$ cat config.mk
export PLATFORM = sky130hd
export DESIGN_NAME = reg_scoreboard
export DESIGN_NICKNAME = d
export VERILOG_FILES = /design/src/rtl/reg_scoreboard.sv
export SDC_FILE = /design/constraint.sdc
export NUM_CORES = 1
export LEC_CHECK = 0
export BUFFER_PORTS_ARGS = -buffer_cell sky130_fd_sc_hd__buf_2
export CORE_UTILIZATION = 50
export DETAILED_ROUTE_END_ITERATION = 10
export PLACE_DENSITY = 0.82
export SLEW_MARGIN = 20
export SYNTH_ARGS = -nofsm -noshare
export SYNTH_HDL_FRONTEND = slang
export SYNTH_SLANG_ARGS = --single-unit
$ cat constraint.sdc
create_clock -name clk -period 8.06 [get_ports clk]
set_input_delay 1.209 -clock clk [delete_from_list [all_inputs] [get_ports clk]]
set_output_delay 1.209 -clock clk [all_outputs]
set_load 0.05 [all_outputs]
$ cat src/rtl/reg_scoreboard.sv
// rtl/reg_scoreboard.sv - per-register pending-write scoreboard for ID-stage issue stalls
module reg_scoreboard #(
    parameter int NUM_REGS = 15,
    parameter int CNT_W    = 2,
    parameter int TOT_W    = 6
) (
    input  logic                clk,
    input  logic                rst,
    input  logic                issue_valid,
    input  logic                issue_wb_en,
    input  logic [3:0]          issue_dest,
    input  logic [3:0]          src1,
    input  logic [3:0]          src2,
    input  logic                src1_valid,
    input  logic                src2_valid,
    input  logic                flush,
    input  logic                wb_en,
    input  logic [3:0]          wb_dest,
    output logic                issue_ready,
    output logic                issue_fire,
    output logic                hazard,
    output logic [NUM_REGS-1:0] busy_mask,
    output logic [TOT_W-1:0]    inflight,
    output logic                err_underflow
);

    localparam logic [CNT_W-1:0] CNT_MAX  = '1;
    localparam logic [CNT_W-1:0] CNT_ZERO = '0;

    logic [CNT_W-1:0]    count [NUM_REGS];
    logic [CNT_W-1:0]    eff   [NUM_REGS];
    logic [NUM_REGS-1:0] ret;
    logic [NUM_REGS-1:0] alloc;
    logic                src1_haz;
    logic                src2_haz;
    logic                sat;
    logic                underflow;

    // Same-cycle view of each counter: a WB retiring this cycle is already
    // written by the negedge register file, so it no longer blocks readers.
    // Index 15 (PC) never matches any loop index, so it is never tracked.
    always_comb begin
        ret       = '0;
        src1_haz  = 1'b0;
        src2_haz  = 1'b0;
        sat       = 1'b0;
        underflow = 1'b0;
        for (int r = 0; r < NUM_REGS; r++) begin
            ret[r] = wb_en && (wb_dest == 4'(r)) && (count[r] != CNT_ZERO);
            eff[r] = count[r] - {{(CNT_W-1){1'b0}}, ret[r]};
            if (src1_valid && (src1 == 4'(r)) && (eff[r] != CNT_ZERO))
                src1_haz = 1'b1;
            if (src2_valid && (src2 == 4'(r)) && (eff[r] != CNT_ZERO))
                src2_haz = 1'b1;
            if (issue_wb_en && (issue_dest == 4'(r)) && (eff[r] == CNT_MAX))
                sat = 1'b1;
            if (wb_en && (wb_dest == 4'(r)) && (count[r] == CNT_ZERO))
                underflow = 1'b1;
        end
    end

    // Issue handshake: ready ignores valid/flush so ID can probe it freely.
    always_comb begin
        hazard      = src1_haz || src2_haz;
        issue_ready = !hazard && !sat;
        issue_fire  = issue_valid && issue_ready && !flush;
    end

    // Allocation decode and the registered busy view.
    always_comb begin
        alloc     = '0;
        busy_mask = '0;
        for (int r = 0; r < NUM_REGS; r++) begin
            alloc[r]     = issue_fire && issue_wb_en && (issue_dest == 4'(r));
            busy_mask[r] = (count[r] != CNT_ZERO);
        end
    end

    // Counter, total and sticky error state; alloc and retire on the same
    // register in one cycle cancel out.
    always_ff @(posedge clk or posedge rst) begin
        if (rst) begin
            for (int r = 0; r < NUM_REGS; r++)
                count[r] <= '0;
            inflight      <= '0;
            err_underflow <= 1'b0;
        end else begin
            for (int r = 0; r < NUM_REGS; r++)
                count[r] <= count[r] + {{(CNT_W-1){1'b0}}, alloc[r]}
                                     - {{(CNT_W-1){1'b0}}, ret[r]};
            inflight <= inflight + {{(TOT_W-1){1'b0}}, |alloc}
                                 - {{(TOT_W-1){1'b0}}, |ret};
            if (underflow)
                err_underflow <= 1'b1;
        end
    end

endmodule

==> out/metrics.csv, run 1 <==
stage;metric;value;unit
run_status;outcome;complete, no violations;
global_routing;initial antenna violation count;0;
cts;Max Root-Sink Buffers;2;
cts;Post-CTS Setup Bufs;0;
cts;CTS tree;yes;
place;DP Worst Slack;2.45;ns
sta;Worst Max-Slew Pin Slew;0.735;ns
logic_synthesis;Synth area leaders;dfrtp_1 26%, ha_1 18%, xnor2_1 12%, inv_1 5.6%, nor3_1 3.4%;
detailed_routing;routed wire length;8.98;mm
worst_setup_path;crit path launch;wb_en;
die;# IOs;49;
finish;nets@finish;528;
sta;max_slew headroom;0.510;
power_and_ir_drop;Peak VDD IR;0.261;mV
sta;setup_tns;0;ns
sta;# setup viols final;0;
sta;fmax;0.177;GHz
global_routing;Overflow after GRT;0;
worst_setup_path;R2R Path Start;count[29];
cts;clk slew on worst S/H paths;0.07;ns
detailed_routing;DRT iter0 DRCs;234;
die;die width;86.1;um
global_routing;largest net degree at the start of global routing;38;
sta;Final Hold Fails;0;
die;Initial Utilization;0.520;
die;Core Region;6790;sq um
sta;clock skew;0.00929;ns
cts;Worst-Skew Late Latency;0.29;ns
sta;post-route minimum period;5.64;ns
logic_synthesis;cell area after synthesis;3530;sq um
logic_synthesis;Syn Nets;482;
place;Routability Congestion;0.959;
die;die area;7400;sq um
worst_setup_path;Critical Path, Cell by Cell;buf_2 -> nor2b_1 -> nand2_1 -> nor3b_1 -> ha_1 -> inv_1 -> o311ai_0 -> a21oi_1 -> o31ai_1 -> and3b_1 -> and4b_1 -> buf_2;
sta;final worst-path cycle share;0.700;
logic_synthesis;synthesis-stage register bit count;37;
power_and_ir_drop;Final Power;1.36;mW
worst_setup_path;critical path type;primary input to output port;
logic_synthesis;Synth Flop Type;dfrtp_1;
logic_synthesis;post-synth top area cell;dfrtp_1;
finish;area grow syn2layout;10.8;%
detailed_routing;DRT met1 WL;3.98;mm
cts;# H-tree levels;2;
finish;non-filler cells, final;548;
global_routing;Total GRT Usage;0.256;
detailed_routing;WL per Instance;16.4;um
cts;hold buffers post-CTS;0;
logic_synthesis;Synth top area share;0.262;
detailed_routing;met2 wire length;4.17;mm
worst_setup_path;CP max stage delay;0.67;ns
sta;RSZ-0062 raised after global routing;false;
cts;clk sinks;37;
place;dpl hpwl;7.18;mm
detailed_routing;DR vias;3126;
sta;fin. max-slew vios;0;
worst_setup_path;CP Data Arrival Time;4.43;ns
logic_synthesis;Syn. warnings;0;
logic_synthesis;sequential cell area fraction in the yosys report;0.262;
detailed_routing;uppermost layer routed;met4;
place;Port Buffers;48;
hold_path;hold depth;1;
cts;Root Buffer;clkbuf_8;
global_routing;vias in the first global route;2988;
logic_synthesis;post-synthesis average cell area;8.70;sq um
logic_synthesis;number of flops mapped to enable cells by yosys;0;
worst_setup_path;R2R cell count;18;
power_and_ir_drop;PwrDens;346;nW/um^2
detailed_routing;vias per inst;5.70;
worst_setup_path;Worst EP required;6.85;ns
cts;TritonCTS buffer count;5;
power_and_ir_drop;leakage;1.88;nW
finish;fraction of layout cells with a size suffix above 1;0.155;
worst_setup_path;CP dominant cell by count;buf_2;
sta;Setup WS post-layout;2.42;ns
die;Vert. Die Dim;86.1;um
logic_synthesis;Yosys cell types;56;
hold_path;Hold Startpoint;inflight[0];
worst_setup_path;CP max stage cell;and3b_1;
logic_synthesis;Mapped Cells;406;
sta;final hold slack;0.505;ns
worst_setup_path;Max Fanout on Critical Path;19;
detailed_routing;Residual DRC;0;
die;# rows;30;
worst_setup_path;Worst setup SP type;primary input;
hold_path;Hold WC Path Type;flip-flop to flip-flop;
detailed_routing;Pre-Repair DR Iteration Count;5;
finish;n_diodes;0;
worst_setup_path;Setup crit end kind;output port;
detailed_routing;metal3 WL;624;um
logic_synthesis;asr flop ratio synth;1.00;
place;cell count after placement;541;
cts;# resized after CTS;0;
detailed_routing;Antenna Nets Post-Route;0;
job;max_cap viols;0;
global_routing;first-pass GRT wire length;14.7;mm
critical path: cells and delay by family:
kind / cells / cell delay [ns]
adder cells (fa/ha/maj): 1 / 0.24
buffers and inverters: 3 / 0.46
AND/OR/NAND/NOR: 5 / 1.72
AO/OA/AOI/OAI: 3 / 0.80
routing by layer:
layer  global-route usage  up-vias
li1                     -     1503
met1                0.347     1457
met2                0.407      149
met3               0.0452       17
met4               0.0924        0
met5                    0        -
area by class of cell:
cell class / count / area [sq um]
tap: 96 / 120
multi-input combinational: 305 / 2330
timing repair buffer: 49 / 248
clock buffer: 7 / 86.3
fill: 599 / 2880
inverter: 54 / 203
sequential: 37 / 926
worst paths after layout:
| check | end | slack [ns] |
|---|---|---|
| worst max-delay path | issue_fire | 2.42 |
| worst min-delay path | inflight[0] | 0.50 |
| worst max register to register | inflight[4] | 3.40 |
| worst min register to register | inflight[0] | 0.50 |
| max in group asynchronous | count[18] | 6.69 |
| min in group asynchronous | count[29] | 1.03 |
logic make-up (layout without fill, tap and decap cells):
| family | after synthesis | in the layout | share of synthesized area |
|---|---|---|---|
| AND/OR/NAND/NOR | 157 | 157 | 0.250 |
| buffers and inverters | 64 | 110 | 0.0776 |
| adder cells (fa/ha/maj) | 52 | 52 | 0.186 |
| XOR/XNOR | 50 | 50 | 0.124 |
| AO/OA/AOI/OAI | 44 | 44 | 0.0935 |
| flip-flops | 37 | 37 | 0.262 |
| multiplexers | 2 | 2 | 0.00602 |
cell usage in the layout (no fill, tap or decap), types with 7 or more instances in the layout:
cell / synthesis / layout
inv_1: 53 / 53
ha_1: 51 / 51
xnor2_1: 49 / 49
buf_2: 3 / 48
dfrtp_1: 37 / 37
nor3_1: 24 / 24
nor2_1: 20 / 20
nor2b_1: 16 / 16
nand2b_1: 16 / 16
nand2_1: 15 / 15
nand4_1: 14 / 14
nor4_1: 12 / 12
or2_2: 10 / 10
nor3b_1: 7 / 7
nand3b_1: 7 / 7
a21oi_1: 7 / 7
nand3_1: 7 / 7
registers in the layout, indices dropped and copies added, names as in the netlist:
register	flops
inflight	6
count	30
err_underflow	1
power by group:
group / internal (mW) / total [mW] / leakage, nW / switching, mW
clock network: 0.0680 / 0.135 / 0.0443 / 0.0673
logic: 0.294 / 0.838 / 1.38 / 0.545
registers: 0.279 / 0.381 / 0.449 / 0.102
total: 0.641 / 1.36 / 1.88 / 0.715
metrics by stage:
stage | utilization | instance area (sq um)
2_1_floorplan | - | 3530
3_3_place_gp | 0.564 | 3830
3_5_place_dp | 0.564 | 3830
4_1_cts | 0.576 | 3920
5_1_grt | 0.576 | 3920
6_report | 0.576 | 3920
synth_stat cells, types with 7 or more instances:
master,n
nor4_1,12
nand2_1,15
or2_2,10
nand2b_1,16
dfrtp_1,37
nand4_1,14
nor3b_1,7
nor2_1,20
ha_1,51
inv_1,53
nand3_1,7
nor2b_1,16
xnor2_1,49
a21oi_1,7
nand3b_1,7
nor3_1,24
No activity file was read; power rests on OpenSTA's default activity.
==> run 2, diff against run 1 <==
Settings changed: ABC_AREA set to 1.
Clock period 8.06 ns to 5.61 ns, I/O delays scaled along.
==> run 2 against run 1 <==
Highest routed layer unchanged. Die area is 1.9% lower. Worst setup slack got worse by 1.5 ns. Critical path depth grew 16. Design area decreased by 0.73%. Count of clock-buffer cells in the layout decreased by 1. Combinational power increased by 32%. Largest cell class unchanged. Via count is 8.1% higher. Cell count increased by 12%.
==> out/metrics.csv, run 2 <==
stage;metric;value;unit;change
logic_synthesis;post-synthesis average cell area;7.25;sq um;was 8.70 sq um
finish;most flop-heavy register;count;;unchanged
detailed_routing;vias per inst;5.52;;was 5.70
hold_path;hold depth;1;;unchanged
run_status;outcome;complete, no violations;;unchanged
power_and_ir_drop;share of power burned in registers;0.284;;was 0.281
die;# rows;29;;was 30
detailed_routing;routed wire length;9.19;mm;was 8.98 mm
finish;commonest non-fill, non-tap cell in the layout;nand2_1;;was inv_1
sta;clock skew;0.00935;ns;was 0.00929 ns
sta;final worst-path cycle share;0.833;;
finish;top flop regs;count x30, inflight x6, err_underflow x1;;unchanged
die;# IOs;49;;unchanged
cts;hold buffers post-CTS;0;;unchanged
sta;Setup WS post-layout;0.939;ns;was 2.42 ns
cts;clk sinks;37;;unchanged
sta;fin. max-slew vios;0;;unchanged
finish;n_diodes;0;;unchanged
worst_setup_path;R2R Path Start;count[9];;was count[29]
cts;# resized after CTS;0;;unchanged
worst_setup_path;Crit Reg-Reg Endpoint;inflight[5];;was inflight[4]
worst_setup_path;R2R cell count;25;;was 18
logic_synthesis;synthesis-stage register bit count;37;;unchanged
detailed_routing;DR vias;3379;;was 3126
detailed_routing;WL per Instance;15.0;um;was 16.4 um
cts;clk slew on worst S/H paths;0.08;ns;was 0.07 ns
cts;Root Buffer;clkbuf_8;;unchanged
detailed_routing;Residual DRC;0;;unchanged
detailed_routing;Pre-Repair DR Iteration Count;5;;unchanged
power_and_ir_drop;Pint;0.808;mW;was 0.641 mW
global_routing;Total GRT Usage;0.270;;was 0.256
worst_setup_path;Worst EP required;5.79;ns;was 6.85 ns
sta;Final Hold Fails;0;;unchanged
sta;RSZ-0062 raised after global routing;false;;unchanged
worst_setup_path;flop-to-flop setup slack;1.56;ns;was 3.40 ns
worst_setup_path;CP Data Arrival Time;4.85;ns;was 4.43 ns
die;die area;7260;sq um;was 7400 sq um
die;die width;85.2;um;was 86.1 um
sta;fmax;0.214;GHz;
logic_synthesis;Synth area leaders;dfrtp_1 27%, ha_1 18%, nand2_1 11%, inv_1 10%, xor2_1 5.6%;;was dfrtp_1 26%, ha_1 18%, xnor2_1 12%, inv_1 5.6%, nor3_1 3.4%
cts;Worst-Skew Late Latency;0.30;ns;was 0.29 ns
power_and_ir_drop;PwrDens;466;nW/um^2;was 346 nW/um^2
hold_path;Hold EP;inflight[0];;unchanged
logic_synthesis;sequential cell area fraction in the yosys report;0.267;;was 0.262
power_and_ir_drop;Net Sw Frac;0.553;;was 0.527
worst_setup_path;critical path type;primary input to flip-flop;;was primary input to output port
die;Initial Utilization;0.530;;was 0.520
sta;Worst Max-Slew Pin Slew;0.605;ns;was 0.735 ns
finish;final core occ;0.595;;was 0.576
global_routing;initial antenna violation count;0;;unchanged
detailed_routing;Antenna Nets Post-Route;0;;unchanged
global_routing;Overflow after GRT;0;;unchanged
die;Vert. Die Dim;85.2;um;was 86.1 um
finish;fraction of layout cells with a size suffix above 1;0.116;;was 0.155
power_and_ir_drop;Peak VDD IR;0.384;mV;was 0.261 mV
finish;nets@finish;610;;was 528
power_and_ir_drop;clock network power share;0.105;;was 0.100
hold_path;Hold WC Path Type;flip-flop to flip-flop;;unchanged
sta;post-route minimum period;4.67;ns;
finish;area grow syn2layout;12.2;%;was 10.8%
die;Core Region;6530;sq um;was 6790 sq um
cts;# H-tree levels;2;;unchanged
global_routing;largest net degree at the start of global routing;38;;unchanged
logic_synthesis;post-synth top area cell;dfrtp_1;;unchanged
power_and_ir_drop;combinational share of power;0.611;;was 0.619
cts;CTS tree;yes;;unchanged
power_and_ir_drop;leakage;2.21;nW;was 1.88 nW
place;Cell Area, Placed;3800;sq um;was 3830 sq um
logic_synthesis;Synth Flop Type;dfrtp_1;;unchanged
logic_synthesis;Yosys cell types;30;;was 56
finish;max FFs per register;30;;unchanged
sta;# setup viols final;0;;unchanged
cts;Post-CTS Setup Bufs;0;;unchanged
logic_synthesis;Syn. warnings;0;;unchanged
logic_synthesis;cell area after synthesis;3460;sq um;was 3530 sq um
place;Routability Congestion;0.979;;was 0.959
place;DP Worst Slack;0.764;ns;was 2.45 ns
global_routing;vias in the first global route;3379;;was 2988
place;Port Buffers;48;;unchanged
place;dpl hpwl;7.53;mm;was 7.18 mm
hold_path;Hold Startpoint;inflight[0];;unchanged
finish;post-route design area;3890;sq um;was 3920 sq um
detailed_routing;DRT iter0 DRCs;295;;was 234
logic_synthesis;asr flop ratio synth;1.00;;unchanged
cts;Max Root-Sink Buffers;2;;unchanged
logic_synthesis;most frequent cell after synthesis;nand2_1;;was inv_1
logic_synthesis;Mapped Cells;478;;was 406
logic_synthesis;Syn Nets;554;;was 482
job;max_cap viols;0;;unchanged
finish;most frequent cells in the layout;100 x nand2_1, 94 x inv_1, 51 x ha_1;;was 53 x inv_1, 51 x ha_1, 49 x xnor2_1
power_and_ir_drop;switching power;1.00;mW;was 0.715 mW
sta;setup_tns;0;ns;unchanged
logic_synthesis;Synth top area share;0.267;;was 0.262
global_routing;first-pass GRT wire length;15.4;mm;was 14.7 mm
logic_synthesis;commonest cells in the netlist;100 x nand2_1, 94 x inv_1, 51 x ha_1, 50 x nor2_1, 37 x dfrtp_1;;was 53 x inv_1, 51 x ha_1, 49 x xnor2_1, 37 x dfrtp_1, 24 x nor3_1
cts;TritonCTS buffer count;5;;unchanged
worst_setup_path;Worst setup SP type;primary input;;unchanged
worst_setup_path;Setup crit end kind;flip-flop;;was output port
logic_synthesis;number of flops mapped to enable cells by yosys;0;;unchanged
worst_setup_path;Max Fanout on Critical Path;12;;was 19
sta;max_slew headroom;0.593;;was 0.510
## run 2: critical path, stage by stage
cell      delay [ns]
buf_2           0.11
inv_1           0.04
nor2_1          0.21
nand2_1         0.23
nor3_1          0.52
ha_1            0.36
nand2_1         0.15
nand2_1         0.07
nand2_1         0.05
nand2_1         0.04
nand3_1         0.09
nor2_1          0.04
a21oi_1         0.14
nor2_1          0.09
nand3_1         0.10
nor2_2          0.04
buf_4           0.18
o41ai_1         0.10
ha_1            0.28
inv_1           0.06
ha_1            0.26
nand2_1         0.06
nor2_1          0.04
a211oi_1        0.30
nor2_1          0.08
o21ai_0         0.15
nand2_1         0.08
xor2_1          0.15
## run 2: cell type report
class                   instances  area [sq um]
fillers                       606          2650
multi-input cells             345          2170
flip-flops and latches         37           926
inverters                      95           357
repair buffers                 50           255
well taps                      77          96.3
clock buffers                   6          72.6
clock inverters                 2          10.0
## run 2: cell families (layout without fill, tap and decap cells)
logic type	Yosys count	after routing	share of synthesized area
AND/OR/NAND/NOR	224	224	0.281
flip-flops	37	37	0.267
adder cells (fa/ha/maj)	52	52	0.190
XOR/XNOR	43	43	0.109
buffers and inverters	96	153	0.106
AO/OA/AOI/OAI	26	26	0.0466
## run 2: layer usage
metal / vias up / track usage / share of wire
li1: 1636 / - / -
met1: 1526 / 0.343 / 0.42
met2: 177 / 0.454 / 0.46
met3: 40 / 0.0438 / 0.074
met4: 0 / 0.116 / 0.041
met5: - / 0 / 0
## run 2: stage by stage
stage                     hold slack (ns)  total power, mW  cells
after global placement              0.485             1.57    604
after global routing                0.525             1.95    612
final                               0.509             1.81    612
after floorplan                     0.478             1.32    478
after CTS                           0.512             1.80    612
after detailed placement            0.493             1.61    604
## run 2: how the worst max path moves through the flow
stage | from | end
global route | wb_dest[1] | inflight[5]
CTS | wb_dest[1] | inflight[5]
floorplan | wb_dest[2] | inflight[5]
global placement | wb_en | inflight[5]
detailed placement | wb_en | inflight[5]
finish | wb_dest[1] | inflight[5]
## run 2: power groups by stage
stage	Combinational (mW)	Clock [mW]	Sequential, mW
6_report	1.11	0.190	0.514
5_1_grt	1.22	0.204	0.530
4_1_cts	1.10	0.191	0.511
3_5_place_dp	1.09	0	0.515
3_3_place_gp	1.07	0	0.506
2_1_floorplan	0.753	0	0.569
==> run 3, diff against run 2 <==
Settings changed: PLACE_DENSITY 0.82 to 0.85.
Clock period 5.61 ns to 3.9 ns, I/O delays scaled along.
==> run 3 against run 2 <==
Critical path depth is 5 lower. Largest cell class unchanged. Clock skew grew 0.00068 ns. Clock power is 49% higher. Largest power group unchanged. Count of clock-buffer cells in the layout up 1. Global-route usage grew 1.1 points. Flip-flop and latch count did not move. Cell count rose by 6.4%. Via count up 8.4%. Critical endpoint unchanged. Worst setup slack worse by 0.79 ns. First-iteration DRC count up 16%. Wire length increased by 11%. Sequential power grew 43%.
==> out/metrics.csv, run 3 (synthesized netlist as in run 2, its figures left out) <==
stage;metric;value;unit;change
detailed_routing;DR vias;3664;;was 3379
global_routing;initial antenna violation count;0;;unchanged
cts;TritonCTS buffer count;5;;unchanged
power_and_ir_drop;Final Power;2.77;mW;was 1.81 mW
finish;area grow syn2layout;24.8;%;was 12.2%
finish;most flop-heavy register;count;;unchanged
detailed_routing;Pre-Repair DR Iteration Count;5;;unchanged
place;Routability Congestion;0.970;;was 0.979
die;Initial Utilization;0.530;;unchanged
global_routing;Total GRT Usage;0.281;;was 0.270
finish;number of fill cells in the layout;524;;was 606
cts;clk slew on worst S/H paths;0.08;ns;about the same
cts;Worst-Skew Late Latency;0.30;ns;about the same
finish;fraction of layout cells with a size suffix above 1;0.237;;was 0.116
run_status;outcome;complete, no violations;;unchanged
detailed_routing;vias per inst;5.63;;was 5.52
die;die area;7260;sq um;unchanged
global_routing;first-pass GRT wire length;16.0;mm;was 15.4 mm
finish;max FFs per register;30;;unchanged
detailed_routing;Residual DRC;0;;unchanged
sta;fin. max-slew vios;0;;unchanged
worst_setup_path;Worst setup SP type;flip-flop;;was primary input
worst_setup_path;Setup crit end kind;flip-flop;;unchanged
die;# rows;29;;unchanged
cts;Max Root-Sink Buffers;2;;unchanged
detailed_routing;WL per Instance;15.6;um;was 15.0 um
worst_setup_path;R2R cell count;23;;was 25
sta;# setup viols final;0;;unchanged
cts;# H-tree levels;2;;unchanged
finish;n_diodes;0;;unchanged
place;cell count after placement;641;;was 604
detailed_routing;routed wire length;10.2;mm;was 9.19 mm
sta;fmax;0.266;GHz;
finish;non-filler cells, final;651;;was 612
finish;register area;926;sq um;unchanged
die;die width;85.2;um;unchanged
global_routing;Overflow after GRT;0;;unchanged
worst_setup_path;Crit Reg-Reg Endpoint;inflight[5];;unchanged
cts;clk sinks;37;;unchanged
sta;final hold slack;0.401;ns;was 0.509 ns
sta;Final Hold Fails;0;;unchanged
detailed_routing;DRT iter0 DRCs;342;;was 295
global_routing;vias in the first global route;3580;;was 3379
finish;nets@finish;650;;was 610
finish;most frequent cells in the layout;96 x nand2_1, 92 x inv_1, 49 x ha_1;;was 100 x nand2_1, 94 x inv_1, 51 x ha_1
worst_setup_path;flop-to-flop setup slack;0.15;ns;was 1.56 ns
detailed_routing;Antenna Nets Post-Route;0;;unchanged
sta;post-route minimum period;3.75;ns;
power_and_ir_drop;leakage;2.42;nW;was 2.21 nW
sta;Worst Max-Slew Pin Slew;0.516;ns;was 0.605 ns
worst_setup_path;Max Fanout on Critical Path;5;;was 12
cts;Root Buffer;clkbuf_8;;unchanged
die;# IOs;49;;unchanged
hold_path;Hold WC Path Type;primary input to asynchronous set/reset pin;;was flip-flop to flip-flop
finish;area of the multi-input gates;2300;sq um;was 2170 sq um
die;Vert. Die Dim;85.2;um;unchanged
sta;clock skew;0.0100;ns;was 0.00935 ns
finish;top flop regs;count x30, inflight x6, err_underflow x1;;unchanged
job;max_cap viols;0;;unchanged
place;Port Buffers;48;;unchanged
power_and_ir_drop;PwrDens;640;nW/um^2;was 466 nW/um^2
die;Core Region;6530;sq um;unchanged
worst_setup_path;critical path type;flip-flop to flip-flop;;was primary input to flip-flop
cts;CTS tree;yes;;unchanged
sta;setup_tns;0;ns;unchanged
sta;max_slew headroom;0.653;;was 0.593
worst_setup_path;Worst EP required;4.07;ns;was 5.79 ns
worst_setup_path;CP Data Arrival Time;3.93;ns;was 4.85 ns
sta;final worst-path cycle share;0.963;;
worst_setup_path;R2R Path Start;count[21];;was count[9]
power_and_ir_drop;Peak VDD IR;0.538;mV;was 0.384 mV
global_routing;largest net degree at the start of global routing;38;;unchanged
finish;commonest non-fill, non-tap cell in the layout;nand2_1;;unchanged
place;dpl hpwl;7.90;mm;was 7.53 mm
run 3: cell types whose count changed in the layout (fill, tap and decap cells not counted), sizes merged:
cell | previous run | this run
buf | 50 | 89
clkbuf | 6 | 8
clkinv | 2 | 0
run 3: final cells by class:
| cell class | instances | share of cell area |
|---|---|---|
| clock buffers | 7 | 0.0200 |
| well taps | 77 | 0.0223 |
| multi-input cells | 345 | 0.532 |
| inverters | 95 | 0.0825 |
| repair buffers | 90 | 0.129 |
| flip-flops and latches | 37 | 0.214 |
run 3: per-stage QoR:
stage	setup slack (ns)	cell area, sq um	util
2_1_floorplan	0.211	3460	-
3_3_place_gp	-0.0632	4080	0.625
3_5_place_dp	-0.250	4080	0.625
4_1_cts	0.0482	4170	0.638
5_1_grt	-0.0866	4320	0.662
6_report	0.146	4320	0.662
run 3: critical path, stage by stage, from the launching register on:
cell and delay, ns:
dfrtp_1 0.40, inv_1 0.17, nand2_1 0.12, nor3b_2 0.19, ha_1 0.20, or2_2 0.28
nand3_1 0.11, nand2_1 0.06, nor2_1 0.09, nand3_1 0.12, a21oi_2 0.19, nand3_1 0.14
nor2_2 0.17, o41ai_2 0.11, ha_2 0.33, inv_1 0.05, ha_1 0.17, inv_1 0.08
nor2_1 0.07, a211oi_2 0.19, nor2_1 0.07, o21ai_1 0.12, nand2_1 0.08, xor2_1 0.15
run 3: per-layer routing:
metal | GRT usage | up-vias | share of wire
li1 | - | 1717 | -
met1 | 0.336 | 1693 | 0.40
met2 | 0.482 | 212 | 0.49
met4 | 0.153 | 0 | 0.038
met3 | 0.0457 | 42 | 0.076
met5 | 0 | - | 0
run 3: worst max-delay path by stage:
| stage | cells past startpoint | end | startpoint |
|---|---|---|---|
| finish | 23 | inflight[5] | count[21] |
| global placement | 25 | inflight[5] | wb_dest[2] |
| detailed placement | 22 | inflight[4] | wb_dest[1] |
| CTS | 22 | inflight[4] | wb_dest[1] |
| global route | 29 | inflight[5] | wb_dest[0] |
| floorplan | 25 | inflight[5] | wb_dest[2] |
run 3: power breakdown:
group | total (mW) | internal [mW] | switching [mW]
registers | 0.737 | 0.580 | 0.157
clock network | 0.284 | 0.141 | 0.143
logic | 1.75 | 0.546 | 1.20
total | 2.77 | 1.27 | 1.50
run 3: what timing repair did:
action	in CTS	in global routing
gates resized for setup	0	38
hold buffers	0	0
setup endpoints to repair	0	5
buffers inserted	0	3
endpoints found under the hold margin	0	0
